--- src/rtl/multicycle_control.sv ---
// -----------------------------------------------------------------------------
// multicycle_control
//
// Purpose:
//    Main control FSM for the multi-cycle RISC-V datapath. It decodes the opcode
//    of the latched instruction and steps through fetch, decode, execute, memory
//    and writeback, one state per clock. In every state it drives the datapath
//    mux selects, the write strobes and the ALU_OP code for ALU_CONTROL.
//
// Configuration macro:
//    ILLEGAL_TRAP_EN : when defined, an unsupported opcode in DECODE sends the
//                      FSM to ERROR (state 15) and sets the sticky o_illegal_op
//                      flag until reset. When undefined, an unsupported opcode
//                      runs as a two-cycle nop and o_illegal_op is tied to 0.
//
// Ports:
//    i_clk          rising-edge clock
//    i_rst          asynchronous active-high reset
//    i_instruccion  instruction register output (opcode in bits [6:0])
//    i_zero         ALU zero flag
//    o_PCWrite      PC write strobe = PCUpdate | (Branch & zero)
//    o_AdrSrc       memory address select (0=PC, 1=Result)
//    o_MemWrite     data memory write strobe
//    o_IRWrite      instruction register write strobe
//    o_RegWrite     register file write strobe
//    o_ResultSrc    00=ALUOut, 01=Data, 10=ALUResult
//    o_ALUSrcA      00=PC, 01=OldPC, 10=RegA
//    o_ALUSrcB      00=RegB, 01=ImmExt, 10=const 4
//    o_ALU_OP       00 add, 01 sub, 10 funct-decoded
//    o_estado       current state code
//    o_illegal_op   sticky illegal-opcode flag
// -----------------------------------------------------------------------------
module multicycle_control #(
   parameter int width_instruction = 32
) (
   input  logic                         i_clk,
   input  logic                         i_rst,
   input  logic [width_instruction-1:0] i_instruccion,
   input  logic                         i_zero,
   output logic                         o_PCWrite,
   output logic                         o_AdrSrc,
   output logic                         o_MemWrite,
   output logic                         o_IRWrite,
   output logic                         o_RegWrite,
   output logic [1:0]                   o_ResultSrc,
   output logic [1:0]                   o_ALUSrcA,
   output logic [1:0]                   o_ALUSrcB,
   output logic [1:0]                   o_ALU_OP,
   output logic [3:0]                   o_estado,
   output logic                         o_illegal_op
);

   localparam logic [6:0] OP_LW   = 7'b0000011;
   localparam logic [6:0] OP_SW   = 7'b0100011;
   localparam logic [6:0] OP_R    = 7'b0110011;
   localparam logic [6:0] OP_I    = 7'b0010011;
   localparam logic [6:0] OP_BEQ  = 7'b1100011;
   localparam logic [6:0] OP_JAL  = 7'b1101111;

   typedef enum logic [3:0] {
      S_FETCH    = 4'd0,
      S_DECODE   = 4'd1,
      S_MEMADR   = 4'd2,
      S_MEMREAD  = 4'd3,
      S_MEMWB    = 4'd4,
      S_MEMWRITE = 4'd5,
      S_EXECUTER = 4'd6,
      S_ALUWB    = 4'd7,
      S_EXECUTEI = 4'd8,
      S_JAL      = 4'd9,
      S_BEQ      = 4'd10,
      S_ERROR    = 4'd15
   } state_t;

   state_t      r_state;
   state_t      w_next_state;
   logic [6:0]  w_opcode;
   logic        w_unused_bits;

   // Raw Moore decode, before the reset gate
   logic        w_pc_update;
   logic        w_branch;
   logic        w_adr_src;
   logic        w_mem_write;
   logic        w_ir_write;
   logic        w_reg_write;
   logic [1:0]  w_result_src;
   logic [1:0]  w_alu_src_a;
   logic [1:0]  w_alu_src_b;
   logic [1:0]  w_alu_op;

   assign w_opcode      = i_instruccion[6:0];
   // Only the opcode field matters here; the rest is folded away on purpose.
   assign w_unused_bits = ^i_instruccion[width_instruction-1:7];

   // State register
   always_ff @(posedge i_clk or posedge i_rst) begin
      if (i_rst) begin
         r_state <= S_FETCH;
      end else begin
         r_state <= w_next_state;
      end
   end

   // Next-state logic; the opcode is re-read in every state
   always_comb begin
      w_next_state = r_state;
      case (r_state)
         S_FETCH: w_next_state = S_DECODE;
         S_DECODE: begin
            case (w_opcode)
               OP_LW, OP_SW: w_next_state = S_MEMADR;
               OP_R:         w_next_state = S_EXECUTER;
               OP_I:         w_next_state = S_EXECUTEI;
               OP_JAL:       w_next_state = S_JAL;
               OP_BEQ:       w_next_state = S_BEQ;
`ifdef ILLEGAL_TRAP_EN
               default:      w_next_state = S_ERROR;
`else
               default:      w_next_state = S_FETCH;
`endif
            endcase
         end
         S_MEMADR: begin
            if (w_opcode == OP_SW) begin
               w_next_state = S_MEMWRITE;
            end else begin
               w_next_state = S_MEMREAD;
            end
         end
         S_MEMREAD:  w_next_state = S_MEMWB;
         S_MEMWB:    w_next_state = S_FETCH;
         S_MEMWRITE: w_next_state = S_FETCH;
         S_EXECUTER: w_next_state = S_ALUWB;
         S_EXECUTEI: w_next_state = S_ALUWB;
         S_JAL:      w_next_state = S_ALUWB;
         S_ALUWB:    w_next_state = S_FETCH;
         S_BEQ:      w_next_state = S_FETCH;
         S_ERROR:    w_next_state = S_ERROR;
         default:    w_next_state = S_FETCH;
      endcase
   end

   // Moore output decode from the current state
   always_comb begin
      w_pc_update  = 1'b0;
      w_branch     = 1'b0;
      w_adr_src    = 1'b0;
      w_mem_write  = 1'b0;
      w_ir_write   = 1'b0;
      w_reg_write  = 1'b0;
      w_result_src = 2'b00;
      w_alu_src_a  = 2'b00;
      w_alu_src_b  = 2'b00;
      w_alu_op     = 2'b00;
      case (r_state)
         S_FETCH: begin
            w_ir_write   = 1'b1;
            w_pc_update  = 1'b1;
            w_alu_src_b  = 2'b10;
            w_result_src = 2'b10;
         end
         S_DECODE: begin
            // Precompute the branch target from OldPC + imm
            w_alu_src_a = 2'b01;
            w_alu_src_b = 2'b01;
         end
         S_MEMADR: begin
            w_alu_src_a = 2'b10;
            w_alu_src_b = 2'b01;
         end
         S_MEMREAD: begin
            w_adr_src = 1'b1;
         end
         S_MEMWB: begin
            w_result_src = 2'b01;
            w_reg_write  = 1'b1;
         end
         S_MEMWRITE: begin
            w_adr_src   = 1'b1;
            w_mem_write = 1'b1;
         end
         S_EXECUTER: begin
            w_alu_src_a = 2'b10;
            w_alu_op    = 2'b10;
         end
         S_EXECUTEI: begin
            w_alu_src_a = 2'b10;
            w_alu_src_b = 2'b01;
            w_alu_op    = 2'b10;
         end
         S_JAL: begin
            w_alu_src_a = 2'b01;
            w_alu_src_b = 2'b10;
            w_pc_update = 1'b1;
         end
         S_ALUWB: begin
            w_reg_write = 1'b1;
         end
         S_BEQ: begin
            w_alu_src_a = 2'b10;
            w_alu_op    = 2'b01;
            w_branch    = 1'b1;
         end
         S_ERROR: begin
            w_pc_update = 1'b0;
         end
         default: begin
            w_pc_update = 1'b0;
         end
      endcase
   end

   // Reset gate: the state register already sits in FETCH during reset, but
   // FETCH's strobes must not leak out while i_rst is high.
   always_comb begin
      if (i_rst) begin
         o_PCWrite   = 1'b0;
         o_AdrSrc    = 1'b0;
         o_MemWrite  = 1'b0;
         o_IRWrite   = 1'b0;
         o_RegWrite  = 1'b0;
         o_ResultSrc = 2'b00;
         o_ALUSrcA   = 2'b00;
         o_ALUSrcB   = 2'b00;
         o_ALU_OP    = 2'b00;
      end else begin
         // Branch decision follows zero combinationally within the BEQ cycle
         o_PCWrite   = w_pc_update | (w_branch & i_zero);
         o_AdrSrc    = w_adr_src;
         o_MemWrite  = w_mem_write;
         o_IRWrite   = w_ir_write;
         o_RegWrite  = w_reg_write;
         o_ResultSrc = w_result_src;
         o_ALUSrcA   = w_alu_src_a;
         o_ALUSrcB   = w_alu_src_b;
         o_ALU_OP    = w_alu_op;
      end
   end

   assign o_estado = r_state;

`ifdef ILLEGAL_TRAP_EN
   logic r_illegal;

   // Sticky illegal-opcode flag, set on the edge that enters ERROR
   always_ff @(posedge i_clk or posedge i_rst) begin
      if (i_rst) begin
         r_illegal <= 1'b0;
      end else if (w_next_state == S_ERROR) begin
         r_illegal <= 1'b1;
      end else begin
         r_illegal <= r_illegal;
      end
   end

   assign o_illegal_op = r_illegal;
`else
   assign o_illegal_op = 1'b0;
`endif

endmodule

--- config.mk ---
export PLATFORM = sky130hd
export DESIGN_NAME = multicycle_control
export DESIGN_NICKNAME = d
export VERILOG_FILES = /design/src/rtl/multicycle_control.sv
export SDC_FILE = /design/constraint.sdc
export NUM_CORES = 1
export LEC_CHECK = 0
export ABC_CLOCK_PERIOD_IN_PS = 1700
export BUFFER_PORTS_ARGS = -buffer_cell sky130_fd_sc_hd__clkbuf_2
export CAP_MARGIN = 10
export CORE_AREA = 2 2 44 46
export DETAILED_ROUTE_END_ITERATION = 7
export DIE_AREA = 0 0 46 48
export GPL_TIMING_DRIVEN = 1
export PLACE_DENSITY_LB_ADDON = 0.25
export SLEW_MARGIN = 30
export SYNTH_ARGS = -nofsm -noshare
export SYNTH_HDL_FRONTEND = slang
export SYNTH_SLANG_ARGS = --single-unit
--- constraint.sdc ---
create_clock -name i_clk -period 1.7 [get_ports i_clk]
set_input_delay 0.255 -clock i_clk [delete_from_list [all_inputs] [get_ports i_clk]]
set_output_delay 0.255 -clock i_clk [all_outputs]
set_load 0.02 [all_outputs]
* After elaboration in Yosys (flattened, before gate mapping)
Cells that the tools add are included.
Cells by class: $add $sub $neg 0, $mul 0, div/mod/pow operators 0, magnitude comparators 0, equality and inequality tests 17, shift operators 0, muxes and demuxes 22, bitwise logic cells 2, reduce and logical (&&, ||, !) cells 10
Operator list (count):
- $pmux W4 S6 | 1
- $pmux W4 S5 | 1
- $eq A4 B3 Y1 const B | 4
- $eq A4 B4 Y1 const B | 4
- $pmux W2 S2 | 4
- $eq A7 B6 Y1 const B | 2
- $eq A7 B7 Y1 const B | 2
- $reduce_or A2 Y1 | 6
- $mux W1 | 11
- $eq A4 B2 Y1 const B | 2
- $mux W2 | 4
- $eq A7 B2 Y1 const B | 1
- $eq A7 B5 Y1 const B | 1
- $reduce_or A3 Y1 | 2
- $eq A4 B1 Y1 const B | 1
- $logic_not A4 Y1 | 1
- $reduce_or A4 Y1 | 1
- $mux W3 | 1
- $and A1 B1 Y1 | 1
- $or A1 B1 Y1 | 1
Word-level totals: register bits 4, bits in latches 0, bits in writable memories 0, ROM bits 0, bits of input ports 35, output and inout port bits 18, memories kept 0

* Depth between registers and ports, before layout
depth in word-level cells 5, mapped depth 5

* Least setup slack after synthesis
No wires, ideal clock.
path kind register to output, from register r_state[0] (netlist: o_estado[0]), to output o_PCWrite, arrival 1741 ps, slack -296 ps, stages on the path, launching flop included 4, buffers on the path 1, cells stage by stage dfrtp_1 > buf_2 > nor4_1 > a21o_1
On the way: cells in the longest elaborated chain, start to end 5
Ends and longest elaborated chain:
- start, declared | RTL line 75 | state_t r_state;
- start signal, assigned | RTL line 101 | r_state <= w_next_state;
- $eq A4 B4 Y1 or $logic_not A4 Y1 (tied branches) | RTL line 156 | case (r_state)
- $reduce_or A2 Y1 (no line) or $mux W1 (tied branches)
- $mux W1 or $and A1 B1 Y1 (tied branches) | RTL line 156, 229
- $or A1 B1 Y1 * | RTL line 229 | o_PCWrite = w_pc_update | (w_branch & i_zero);
- $mux W1 * | RTL line 217 | if (i_rst) begin
- end, declared | RTL line 40 | output logic o_PCWrite,
Mark *: on every way between the ends. The rest lies on a longest branch, timed or not.

* Final worst setup path
from register r_state[3] (netlist: o_estado[3]), to output o_ALUSrcB[0]
On the way: cells in the longest elaborated chain, start to end 4
Ends and longest elaborated chain:
- $eq A4 B4 Y1 (tied with other cells) | RTL line 156
- $reduce_or A3 Y1 (no line) or $reduce_or A2 Y1 (tied branches)
- $pmux W2 S2 * | RTL line 156
- $mux W2 * | RTL line 217
- end, declared | RTL line 47 | output logic [1:0] o_ALUSrcB,
Marked as above.

==> results.ini <==
[clock_tree]
cts.clk_slew.worst_paths_ps = 40
postCtsHoldBufs = 0
clock_path_buffers = 2
clockRootBuffer = clkbuf_4
clk_latency_ps = 230
cts_tree = yes
cts_max_level = 1
cts-buffers-inserted = 3
cts_sinks = 4

[global_route]
grt_pass1_vias = 583
track_usage_pct = 15.72
overflow = 0
grt_max_degree = 11
grt_first_pass_wirelength_mm = 2.490
antenna_found_initial = 0

[placement]
place_hpwl_mm = 1.239
port_buffers = 26
gp_congestion = 0.7422
place_ws_ps = 126.1

[detailed_routing]
detail-route-antenna-nets = 0
vias = 684
wl_mm = 1.608
drcViolationCount = 0
drt-wirelength-per-cell_um = 13.40
drtPass1Iterations = 4
routed_via_density = 5.700
drt_iter0_drc = 13

[pwr]
p_leak_uw = 0.0004101
max-vdd-ir-drop_mv = 0.3038
design_power_total_uw = 859.7
cellPowerDensity_nw_per_um2 = 1012

[final_layout]
multi_input_area_um2 = 470.5
largest_reg_flops = 4
area_growth_syn_to_layout_pct = 43.55
nFillCells = 169
antenna_cells = 0
register_area_um2 = 103.9
drive_gt1_share_pct = 53.40
final_net_count = 140

[timing]
final_max_slew_viol_count = 0
setup_ws_ps = 13.91
hold_viol = 0
finalSetupViolations = 0
finClkSkew_ps = 5.427
finalCritPeriodShare_pct = 99.18
rsz0062_at_grt = yes
timing.fmax_ghz = 0.5931
setup_tns_ps = 0
period_minus_slack_ps = 1686

[worst_setup_path]
path_depth = 4
critPathKind = reg2out
path_buf_inv = 1
path_cells = xor2_1, nor2_1, a2111oi_4, buf_4
startpoint = o_estado[3]$_DFF_PP0_
slowest_delay_ps = 430
start_kind = flop
critical_path_required_ps = 1440
r2r_start = o_estado[0]$_DFF_PP0_
r2r_cells = 4
critPathTopFamily = flip-flops
cp.arrival_ps = 1430
cpMaxStageDelayCell = dfrtp_2
end_kind = primary output
critPathMaxFanout = 4

[logic_synthesis]
synth_ff_type = dfrtp_1
seq_area_frac_synth_pct = 16.91
synthCells = 74
async_reset_ff_share_pct = 100.0
yosys_register_bits = 4
synth_cell_types = 37
avgSynthCellArea_um2 = 7.998
yosysWarningCount = 0
syn-cell-area_um2 = 591.8
syn_nets = 109
synth-edff-count = 0

[die]
num_rows = 15
fp.dieH_um = 48
die_w_um = 46
core-area_um2 = 1689
start_util_pct = 35.04
ioPinCount = 53
die-area_um2 = 2208

[min_path]
hp-class = in2async

[flow_run]
drv_cap = 0

[outcome]
outcome = complete, no violations

## stage by stage
step	utilization [%]	area, µm²	hold WS [ps]	std cells
floorplan	-	623.1	237.4	74
global placement	45.48	768.2	327.0	115
detailed placement	45.48	768.2	336.3	115
CTS	47.93	809.5	93.55	119
global route	50.30	849.6	110.4	120
finish	50.30	849.6	86.36	120
## cell usage in the layout, fill, tap and decap left out, types with 2 or more instances in the layout
master and instances:
clkbuf_2 20, dfrtp_2 3, clkbuf_4 3, and3b_1 2, a21oi_1 4, a21o_1 2, a32oi_1 2, a211oi_1 2
buf_6 3, o211ai_1 2, nor3_2 2, nor4_2 3, xor2_1 3, nand2b_1 2, and4_1 3, buf_4 10
nand2_1 2, buf_2 3, nor3_1 3, nor2_1 4, and4b_1 2
## power breakdown
group          internal (µW)  switching (µW)  total [µW]
sequential               119            51.4         170
combinational            250             325         574
clock                   78.8            36.4         115
## what timing repair did
item | in CTS | in global routing
gates resized for setup | 4 | 16
endpoints found under the hold margin | 0 | 0
pin swaps | 1 | 3
buffers inserted | 1 | 1
endpoints found under the setup margin | 6 | 10
cloned | 0 | 0
## routing by layer
| metal | track usage, % | share of wire (%) |
|---|---|---|
| met5 | 0 | 0 |
| met1 | 20.00 | 48 |
| met2 | 26.39 | 47 |
| met3 | 1.132 | 3.9 |
| met4 | 8.571 | 0.87 |
## final timing paths
check | endpoint | slack [ps]
worst max register to register | o_estado[2]$_DFF_PP0_ | 360
worst min register to register | o_estado[3]$_DFF_PP0_ | 720
min in group i_clk | o_estado[3]$_DFF_PP0_ | 390
worst min-delay path | o_estado[3]$_DFF_PP0_ | 90
max in group asynchronous | o_estado[1]$_DFF_PP0_ | 1400
worst max-delay path | o_ALUSrcB[0] | 10
## synth_stat cells (all sizes together) (2+ instances only)
library cell,number,area share [%]
a211oi,2,2.5
a21boi,2,2.5
a21o,2,2.5
a21oi,4,3.4
a32oi,2,3.0
and3b,2,3.0
and4,3,4.4
and4b,2,3.4
buf,10,11
dfrtp,4,17
inv,2,1.3
nand2,2,1.3
nand2b,2,2.1
nor2,5,3.2
nor3,6,6.8
nor4,4,4.2
o211ai,2,2.5
or2,2,2.1
xor2,3,4.4
## final cells by class
cell class                 instances  share of cell area (%)
clock buffer                       3                   2.651
inverter                           2                  0.8837
multi-input combinational         58                   55.38
sequential                         4                   12.22
tap                               17                   2.504
timing repair buffer              36                   26.36
## cell families after synthesis
family	synth area share, %
other cells	0.6336
buf+inv	12.47
flops	16.91
simple gates	39.54
compound gates	24.52
xor+xnor	5.921
(Power assumes the default switching activity.)
